===== src/rtl/logical_vec.sv =====
// Multi-lane bitwise logic unit: eight operators over LANES independent lanes,
// two-stage valid/ready pipeline with per-lane enable and per-lane zero flags.
module logical_vec #(
    parameter int SRC_WIDTH     = 32,
    parameter int OUT_WIDTH     = 32,
    parameter int LANES         = 4,
    parameter int CONTROL_WIDTH = 11
) (
    input  logic                           clk,
    input  logic                           rst,
    input  logic                           in_valid,
    output logic                           in_ready,
    input  logic [LANES*SRC_WIDTH-1:0]     src1,
    input  logic [LANES*SRC_WIDTH-1:0]     src2,
    input  logic [CONTROL_WIDTH-1:0]       control,
    input  logic [LANES-1:0]               lane_en,
    output logic                           out_valid,
    input  logic                           out_ready,
    output logic [LANES*OUT_WIDTH-1:0]     out,
    output logic [LANES-1:0]               out_zero
);

    typedef enum logic [2:0] {
        OP_NOT  = 3'd0,
        OP_AND  = 3'd1,
        OP_OR   = 3'd2,
        OP_XOR  = 3'd3,
        OP_NAND = 3'd4,
        OP_NOR  = 3'd5,
        OP_XNOR = 3'd6,
        OP_ANDN = 3'd7
    } op_e;

    // Stage 1 holding registers
    logic                       s1_valid_reg;
    logic [LANES*SRC_WIDTH-1:0] s1_src1_reg;
    logic [LANES*SRC_WIDTH-1:0] s1_src2_reg;
    op_e                        s1_op_reg;
    logic [LANES-1:0]           s1_lane_en_reg;

    // Stage 2 (output) registers
    logic                       out_valid_reg;
    logic [LANES*OUT_WIDTH-1:0] out_reg;
    logic [LANES-1:0]           out_zero_reg;

    logic [LANES*OUT_WIDTH-1:0] out_next;
    logic [LANES-1:0]           out_zero_next;

    logic s2_free;
    logic s1_advance;
    logic accept;
    op_e  op_in;

    assign op_in      = op_e'(control[7:5]);
    assign s2_free    = !out_valid_reg || out_ready;
    assign s1_advance = s1_valid_reg && s2_free;
    assign in_ready   = !s1_valid_reg || s2_free;
    assign accept     = in_valid && in_ready;

    // Only the operator field of the shared ALU control word matters here.
    generate
        if (CONTROL_WIDTH > 8) begin : g_ctl_hi
            logic unused_ctl_hi;
            assign unused_ctl_hi = ^control[CONTROL_WIDTH-1:8];
        end
    endgenerate
    logic unused_ctl_lo;
    assign unused_ctl_lo = ^control[4:0];

    // Stage 1: loads whenever it is empty or draining into stage 2.
    always_ff @(posedge clk) begin
        if (rst) begin
            s1_valid_reg <= 1'b0;
        end else if (in_ready) begin
            s1_valid_reg <= in_valid;
        end
    end

    always_ff @(posedge clk) begin
        if (!rst && accept) begin
            s1_src1_reg    <= src1;
            s1_src2_reg    <= src2;
            s1_op_reg      <= op_in;
            s1_lane_en_reg <= lane_en;
        end
    end

    // Per-lane operator evaluation from the stage 1 registers.
    genvar gi;
    generate
        for (gi = 0; gi < LANES; gi++) begin : g_lane
            logic [SRC_WIDTH-1:0] a;
            logic [SRC_WIDTH-1:0] b;
            logic [SRC_WIDTH-1:0] op_res;
            logic [SRC_WIDTH-1:0] lane_res;

            assign a = s1_src1_reg[gi*SRC_WIDTH +: SRC_WIDTH];
            assign b = s1_src2_reg[gi*SRC_WIDTH +: SRC_WIDTH];

            always_comb begin
                op_res = '0;
                case (s1_op_reg)
                    OP_NOT:  op_res = ~b;
                    OP_AND:  op_res = a & b;
                    OP_OR:   op_res = a | b;
                    OP_XOR:  op_res = a ^ b;
                    OP_NAND: op_res = ~(a & b);
                    OP_NOR:  op_res = ~(a | b);
                    OP_XNOR: op_res = ~(a ^ b);
                    OP_ANDN: op_res = a & ~b;
                    default: op_res = '0;
                endcase
            end

            // Disabled lanes pass operand A through untouched.
            assign lane_res = s1_lane_en_reg[gi] ? op_res : a;

            assign out_next[gi*OUT_WIDTH +: OUT_WIDTH] = lane_res;
            assign out_zero_next[gi]                   = ~|lane_res;
        end
    endgenerate

    // Stage 2: a new result replaces the old one in the same cycle it is taken.
    always_ff @(posedge clk) begin
        if (rst) begin
            out_valid_reg <= 1'b0;
            out_reg       <= '0;
            out_zero_reg  <= '0;
        end else if (s1_advance) begin
            out_valid_reg <= 1'b1;
            out_reg       <= out_next;
            out_zero_reg  <= out_zero_next;
        end else if (out_ready) begin
            out_valid_reg <= 1'b0;
        end
    end

    assign out_valid = out_valid_reg;
    assign out       = out_reg;
    assign out_zero  = out_zero_reg;

endmodule


===== config.mk =====
export PLATFORM = sky130hd
export DESIGN_NAME = logical_vec
export DESIGN_NICKNAME = d
export VERILOG_FILES = /design/src/rtl/logical_vec.sv
export SDC_FILE = /design/constraint.sdc
export NUM_CORES = 1
export LEC_CHECK = 0
export CORE_MARGIN = 5
export CORE_UTILIZATION = 56
export CTS_BUF_LIST = sky130_fd_sc_hd__clkbuf_16
export DETAILED_ROUTE_END_ITERATION = 16
export GPL_TIMING_DRIVEN = 1
export PLACE_DENSITY_LB_ADDON = 0.05
export SLEW_MARGIN = 30
export SYNTH_ARGS = -nofsm -noshare
export SYNTH_HDL_FRONTEND = slang
export SYNTH_SLANG_ARGS = --single-unit

===== constraint.sdc =====
create_clock -name clk -period 10.8 [get_ports clk]
set_input_delay 1.62 -clock clk [delete_from_list [all_inputs] [get_ports clk]]
set_output_delay 1.62 -clock clk [all_outputs]
set_load 0.01 [all_outputs]

Yosys cells after proc, flatten, opt, wreduce, memory -nomap -nowiden
Cells that the tools add are included.
- latch bits: 0
- word-level logic and storage cells: 75
- input bits: 275
- ROM bits: 0
- memories: 0
- bits in registers: 397
- RAM bits: 0
- output and inout port bits: 134
- multipliers: 0
- multiplexer cells: 10
- equality and inequality tests: 7
- reduce and logical (&&, ||, !) cells: 18
- $add $sub $neg: 0
- shift operators: 0
- bitwise operators: 32
- magnitude comparators: 0
- divide/modulo/power cells: 0
- operators with widths (operator ; number):
    one-hot mux 32 bit (8 select lines) ; 4
    inverter 32 bit ; 16
    bitwise AND 32 bit ; 8
    2-to-1 mux 32 bit ; 4
    OR 32 bit ; 4
    OR reduction 32 bit ; 4
    bitwise XOR 32 bit ; 4
    == test 3 bit (second input constant) ; 4
    logical NOT 1 bit ; 7
    == test 3 x 2 -> 1 bit (second input constant) ; 2
    == test 3 x 1 -> 1 bit (second input constant) ; 1
    logical AND 1 bit ; 3
    logical NOT 3 bit ; 1
    logical OR 1 bit ; 2
    2-to-1 mux 1 bit ; 2
    nonzero test 2 bit ; 1

Longest topological paths before layout
Gate-level depths: netlist of run 1.
- depth after elaboration: 6
- mapped depth: 12
- depth with buffers taken out: 9

Least setup slack after synthesis of run 1
OpenSTA, ideal clock, no wires.
- path type: in2reg
- start: in rst
- end: reg s1_lane_en_reg[0] (enable)
- library setup time: 0.660 ns
- buffers on the path: 2
- arrival time: 8.103 ns
- data required time: 10.140 ns
- path slack: 2.038 ns
- cell stages on the path: 3
- path through: clkbuf_1 -> clkbuf_1 -> and3b_1
- word-level cells in the longest chain between the ends: 2
- ends and longest elaborated chain (what ; line ; text):
    from (decl) ; 10 ; input logic rst,
    logical NOT 1 bit ; 80 ; if (!rst && accept) begin
    logical AND 1 bit ; 80 ;
    to (signal assigned) ; 84 ; s1_lane_en_reg <= lane_en;
    to (decl) ; 39 ; logic [LANES-1:0] s1_lane_en_reg;
No other way between the ends.
A chain may end at the register's enable or synchronous reset.

Worst setup path in the final report of run 1
- start: in out_ready
- end: out in_ready
- word-level cells in the longest chain between the ends: 2
- ends and longest elaborated chain (what ; line ; text):
    from (decl) ; 18 ; input logic out_ready,
    logical OR 1 bit ; 55 ; assign s2_free = !out_valid_reg || out_ready;
    logical OR 1 bit ; 57 ; assign in_ready = !s1_valid_reg || s2_free;
    to (decl) ; 12 ; output logic in_ready,
No other way between the ends.

==> impl_metrics.json, run 1 <==
{
  "grt_usage_pct": 30.04,
  "syn_to_final_growth_pct": 20.78,
  "firstDrtPassIters": 6,
  "cts-root-buf": "clkbuf_16",
  "max-vdd-ir-drop_uv": 122.8,
  "ioPinCount": 409,
  "clock_path_buffers": 3,
  "cp_top_family": "buffers and inverters",
  "worst_setup_path_end_kind": "output port",
  "tightest_slew_ps": 995.6,
  "drc": 0,
  "dieArea_um2": 54330,
  "rows": 81,
  "ys.flop_type": "edfxtp_1",
  "drt_iter0_markers": 2128,
  "avgSynthCellArea_um2": 9.730,
  "worstSetupPathType": "in2out",
  "slew_headroom_pct": 33.63,
  "period_minus_slack_ps": 4644,
  "place_congestion": 0.8378,
  "synth_seq_cells": 397,
  "grt_max_degree": 218,
  "drt_wl_total_mm": 85.48,
  "drive_above_1_share_pct": 6.557,
  "post-route-period-util_pct": 43.00,
  "crit_buf_inv": 2,
  "vias_per_cell": 6.271,
  "syn_nets": 3523,
  "grt_pass1_vias": 24010,
  "netlist_area_um2": 27870,
  "fmax_mhz": 215.3,
  "final_common_cell": "clkdlybuf4s50_1",
  "fin_nets": 3777,
  "ff2ff_setup_slack_ps": 6490,
  "slew_viol_final": 0,
  "overflow": 0,
  "min-delay-start": "out[99]",
  "hold_class": "reg2reg",
  "cts_num_sinks": 397,
  "p_leak_nw": 13.78,
  "avgRoutedWirePerCell_um": 22.31,
  "die_width_um": 233.1,
  "holdWs_ps": 453.9,
  "clk_pin_slew_worst_paths_ps": 50,
  "cts_hold_buf": 0,
  "rsz0062_at_grt": "no",
  "insertion_delay_ps": 600,
  "syn_inst": 2864,
  "path_max_fanout": 5,
  "crit_slowest_cell": "clkdlybuf4s50_1",
  "cts_buffers": 47,
  "finalHoldViolations": 0,
  "antenna_left": 0,
  "port-buffer-count": 400,
  "die_h_um": 233.1,
  "worstPathArrival_ps": 3020,
  "power_density_nw_per_um2": 119.4,
  "synth_edf_count": 263,
  "cts_tree": "built",
  "worstHoldEndpoint": "out[99]",
  "cpMostUsedCell": "clkdlybuf4s50_1",
  "hpwlAfterDp_mm": 56.42,
  "final_cell_mix": "clkdlybuf4s50_1 (399), ha_1 (384), inv_1 (289), edfxtp_1 (263), nand2_1 (204)",
  "post_cts_resized": 0,
  "htree_num_levels": 2,
  "max_stage_delay_ps": 520,
  "fin_skew_ps": 19.78,
  "cp-start-kind": "input port",
  "whs_path_depth": 2,
  "dr_total_vias": 24030,
  "grt_pass1_wl_mm": 130.2,
  "finalSetupViolCount": 0,
  "setup_tns_ps": 0,
  "crit_required_ps": 9180,
  "crit_chain": "clkdlybuf4s50_1 > nor2b_1 > nand2_1 > clkdlybuf4s50_1",
  "rr_worst_depth": 9,
  "reg2reg_from": "s1_op_reg[0]",
  "antenna_found_initial": 17,
  "cts_setup_buffers": 0,
  "initial_core_util_pct": 56.81,
  "yosysWarnings": 0,
  "async_flop_share_pct": 0,
  "cap_viol_max_count": 0,
  "core_um2": 49050,
  "status": "finished clean",
  "ys_seq_area_share_pct": 37.97,
  "worstReg2RegEnd": "out_zero[2]",
  "synth.distinct_cells": 63
}
[power by group]
part / internal [mW] / total, mW / switching (mW) / leakage [nW]
Clock: 0.860 / 1.51 / 0.649 / 0.770
Sequential: 1.71 / 1.77 / 0.0626 / 3.57
Combinational: 0.349 / 0.741 / 0.392 / 9.44
[area by class of cell]
class	count	area (um^2)
inverters	275	1035
multi-input cells	1965	15380
clock inverters	41	262.8
fillers	3827	15390
repair buffers	432	4363
clock buffers	47	1176
well taps	664	830.8
flip-flops and latches	397	10580
diodes	11	27.53
[routing by layer]
layer | wire [um] | GRT usage, %
met1 | 33810 | 37.58
met2 | 40950 | 49.98
met3 | 7096 | 6.053
met4 | 3493 | 14.27
met5 | 137 | 0
[kinds of logic (layout without fill, tap and decap cells)]
group	Yosys count	in the layout	synth area share, %
AOI/OAI and AO/OA	766	766	19.56
adders and majority gates	384	384	17.24
buffers and inverters	502	795	7.009
other	0	11	0
and+or+nand+nor	599	599	9.810
muxes	216	216	8.414
DFF	397	397	37.97
[cells in the mapped netlist, drive strengths merged (60+ instances only)]
master / n / area share [%]
mux2: 86 / 3.5
o22ai: 99 / 2.2
dfxtp: 134 / 9.6
clkbuf: 147 / 2.0
nor2b: 63 / 1.4
o211ai: 101 / 2.7
o21ai: 92 / 1.7
nand2: 205 / 2.8
a21oi: 67 / 1.2
nor2: 179 / 2.4
mux2i: 124 / 4.5
edfxtp: 263 / 28
nor3: 60 / 1.1
buf: 80 / 1.3
ha: 384 / 17
a211oi: 92 / 2.5
inv: 273 / 3.7
[worst register-to-register path: stages, from the launching register on]
cell and delay [ps]:
edfxtp_1 310, buf_4 490, buf_12 560, or2_2 500
buf_4 490, o21ai_0 190, o221a_2 320, or4_1 520
nor4_2 650, a22o_1 220
[worst max path at each step]
stage	depth (start not counted)	slack, ps	from	to
after floorplan	3	2040	rst	s1_lane_en_reg[0]
after global placement	4	6180	out_ready	in_ready
after detailed placement	4	6150	out_ready	in_ready
after CTS	4	6160	out_ready	in_ready
after global routing	4	6060	out_ready	in_ready
final	4	6160	out_ready	in_ready
[metrics by stage]
stage	util, %	total power, mW	setup WS (ps)	instances	area, um^2
floorplan	-	2.222	2038	2864	27870
global placement	65.39	2.486	6182	3729	32080
detailed placement	65.46	2.526	6153	3730	32110
CTS	68.39	4.032	6156	3818	33550
global route	68.59	4.171	6064	3827	33650
finish	68.62	4.019	6156	3832	33660
(Power assumes the default switching activity.)
==> inputs of run 2 (changes only) <==
CORE_UTILIZATION = 51   (was 56)
clock period = 3.9 ns   (was 10.8 ns; I/O delays follow)
==> impl_metrics.json, run 2 (synthesized netlist as in run 1, its figures left out) <==
{
  "ioPinCount": 409,
  "worst_setup_path_end_kind": "flip-flop",
  "min-delay-start": "rst",
  "grt_usage_pct": 27.97,
  "intPower_mw": 8.328,
  "power_density_nw_per_um2": 336.1,
  "seqPwrFrac_pct": 42.8,
  "max_stage_delay_ps": 700,
  "cp-start-kind": "flip-flop",
  "cts-root-buf": "clkbuf_16",
  "slew_viol_final": 0,
  "max-vdd-ir-drop_uv": 321.8,
  "drc": 0,
  "place_inst": 3793,
  "placed_cell_area_um2": 32530,
  "cap_viol_max_count": 0,
  "worstSetupPathType": "reg2reg",
  "final_cell_mix": "clkdlybuf4s50_1 (399), ha_1 (384), inv_1 (282), edfxtp_1 (263), nand2_1 (204)",
  "finalHoldViolations": 0,
  "cpMostUsedCell": "o211ai_1",
  "htree_num_levels": 2,
  "worstPathArrival_ps": 3940,
  "path_max_fanout": 16,
  "die_width_um": 243.8,
  "multi_input_area_um2": 15380,
  "antenna_left": 0,
  "avgRoutedWirePerCell_um": 22.44,
  "worstHoldEndpoint": "out[39]",
  "overflow": 0,
  "switching_share_pct": 27.38,
  "place_congestion": 0.8492,
  "final_common_cell": "clkdlybuf4s50_1",
  "finalSetupViolCount": 0,
  "grt_pass1_vias": 24350,
  "regArea_um2": 10580,
  "post_cts_resized": 0,
  "stdcell_count": 3890,
  "cts_buffers": 48,
  "vias_per_cell": 6.148,
  "rr_worst_depth": 9,
  "setup_tns_ps": 0,
  "fin_skew_ps": 30.37,
  "design_area_um2": 34120,
  "antenna_found_initial": 6,
  "cts_num_sinks": 397,
  "nFillCells": 4397,
  "dieArea_um2": 59420,
  "grt_pass1_wl_mm": 134.1,
  "fmax_mhz": 294.4,
  "p_clk_share_pct": 39.1,
  "crit_slowest_cell": "or4b_2",
  "insertion_delay_ps": 600,
  "hpwlAfterDp_mm": 60.06,
  "firstDrtPassIters": 6,
  "cts_hold_buf": 0,
  "rows": 85,
  "post-route-period-util_pct": 87.10,
  "p_leak_nw": 13.96,
  "drt_wl_total_mm": 87.28,
  "p_comb_share_pct": 18.0,
  "fin_nets": 3807,
  "initial_core_util_pct": 51.58,
  "syn_to_final_growth_pct": 22.45,
  "clock_path_buffers": 3,
  "crit_chain": "buf_4 > nand2_2 > o211ai_1 > o211ai_1 > o211ai_1 > or4b_2 > nor4_1 > buf_4 > a22o_1",
  "core_um2": 54030,
  "utilization_pct": 63.16,
  "reg2reg_from": "s1_op_reg[0]",
  "die_h_um": 243.8,
  "ff2ff_setup_slack_ps": 500,
  "dr_total_vias": 23920,
  "grt_max_degree": 150,
  "clk_pin_slew_worst_paths_ps": 60,
  "crit_required_ps": 4440,
  "period_minus_slack_ps": 3397,
  "port-buffer-count": 400,
  "worstReg2RegEnd": "out_zero[2]",
  "rsz0062_at_grt": "no",
  "drt_iter0_markers": 1898,
  "slew_headroom_pct": 35.43,
  "switchingPower_mw": 3.140,
  "drive_above_1_share_pct": 7.591,
  "status": "finished clean",
  "tightest_slew_ps": 964.9,
  "hold_class": "in2reg",
  "cts_tree": "built",
  "cts_setup_buffers": 0,
  "whs_path_depth": 2
}
run 2: cell types whose count changed in the layout (fill, tap and decap cells not counted), sizes merged:
cell      previous run  this run
bufinv               3         5
clkbuf              47        49
diode               11         6
buf                 33        62
clkinv              18        17
clkinvlp             1         7
inv                294       287
run 2: worst max path at each step:
stage,startpoint,endpoint,cells after the start
2_1_floorplan,rst,s1_lane_en_reg[0],3
3_3_place_gp,s1_op_reg[0],out_zero[2],9
3_5_place_dp,s1_op_reg[0],out_zero[2],9
4_1_cts,s1_op_reg[0],out_zero[2],9
5_1_grt,s1_op_reg[0],out_zero[3],8
6_report,s1_op_reg[0],out_zero[2],9
run 2: per-layer routing:
metal	vias up	track usage (%)	share of wire (%)
li1	11090	-	-
met1	11650	35.22	41
met2	968	47.53	48
met3	206	4.592	7.0
met4	4	12.43	4.1
met5	-	0	0.037
run 2: stage by stage:
stage,hold WS [ps],setup WS [ps],total power [mW]
6_report,423.7,503.1,11.47
4_1_cts,387.6,487.0,11.55
3_3_place_gp,442.2,592.6,6.942
5_1_grt,438.5,339.1,11.95
2_1_floorplan,477.4,207.2,6.130
3_5_place_dp,445.9,532.7,7.041
run 2: worst max-delay path, delay by kind of cell (launching register included):
kind / cells / cell delay [ps]
buffers and inverters: 2 / 510
AO/OA/AOI/OAI: 4 / 650
AND/OR/NAND/NOR: 3 / 1480
flip-flops: 1 / 680
run 2: final cells by class:
class	count	share of cell area (%)
flip-flops and latches	397	31.00
clock inverters	41	1.012
multi-input cells	1965	45.06
repair buffers	461	13.70
clock buffers	49	3.593
inverters	275	3.032
well taps	696	2.552
diodes	6	0.04400
run 2: power by group through the flow:
| stage | combinational, mW | sequential [mW] | clock [mW] |
|---|---|---|---|
| floorplan | 1.15 | 4.98 | 0 |
| global placement | 1.95 | 4.99 | 0 |
| detailed placement | 2.04 | 5.00 | 0 |
| CTS | 2.06 | 4.91 | 4.58 |
| global route | 2.24 | 4.93 | 4.77 |
| finish | 2.07 | 4.91 | 4.49 |
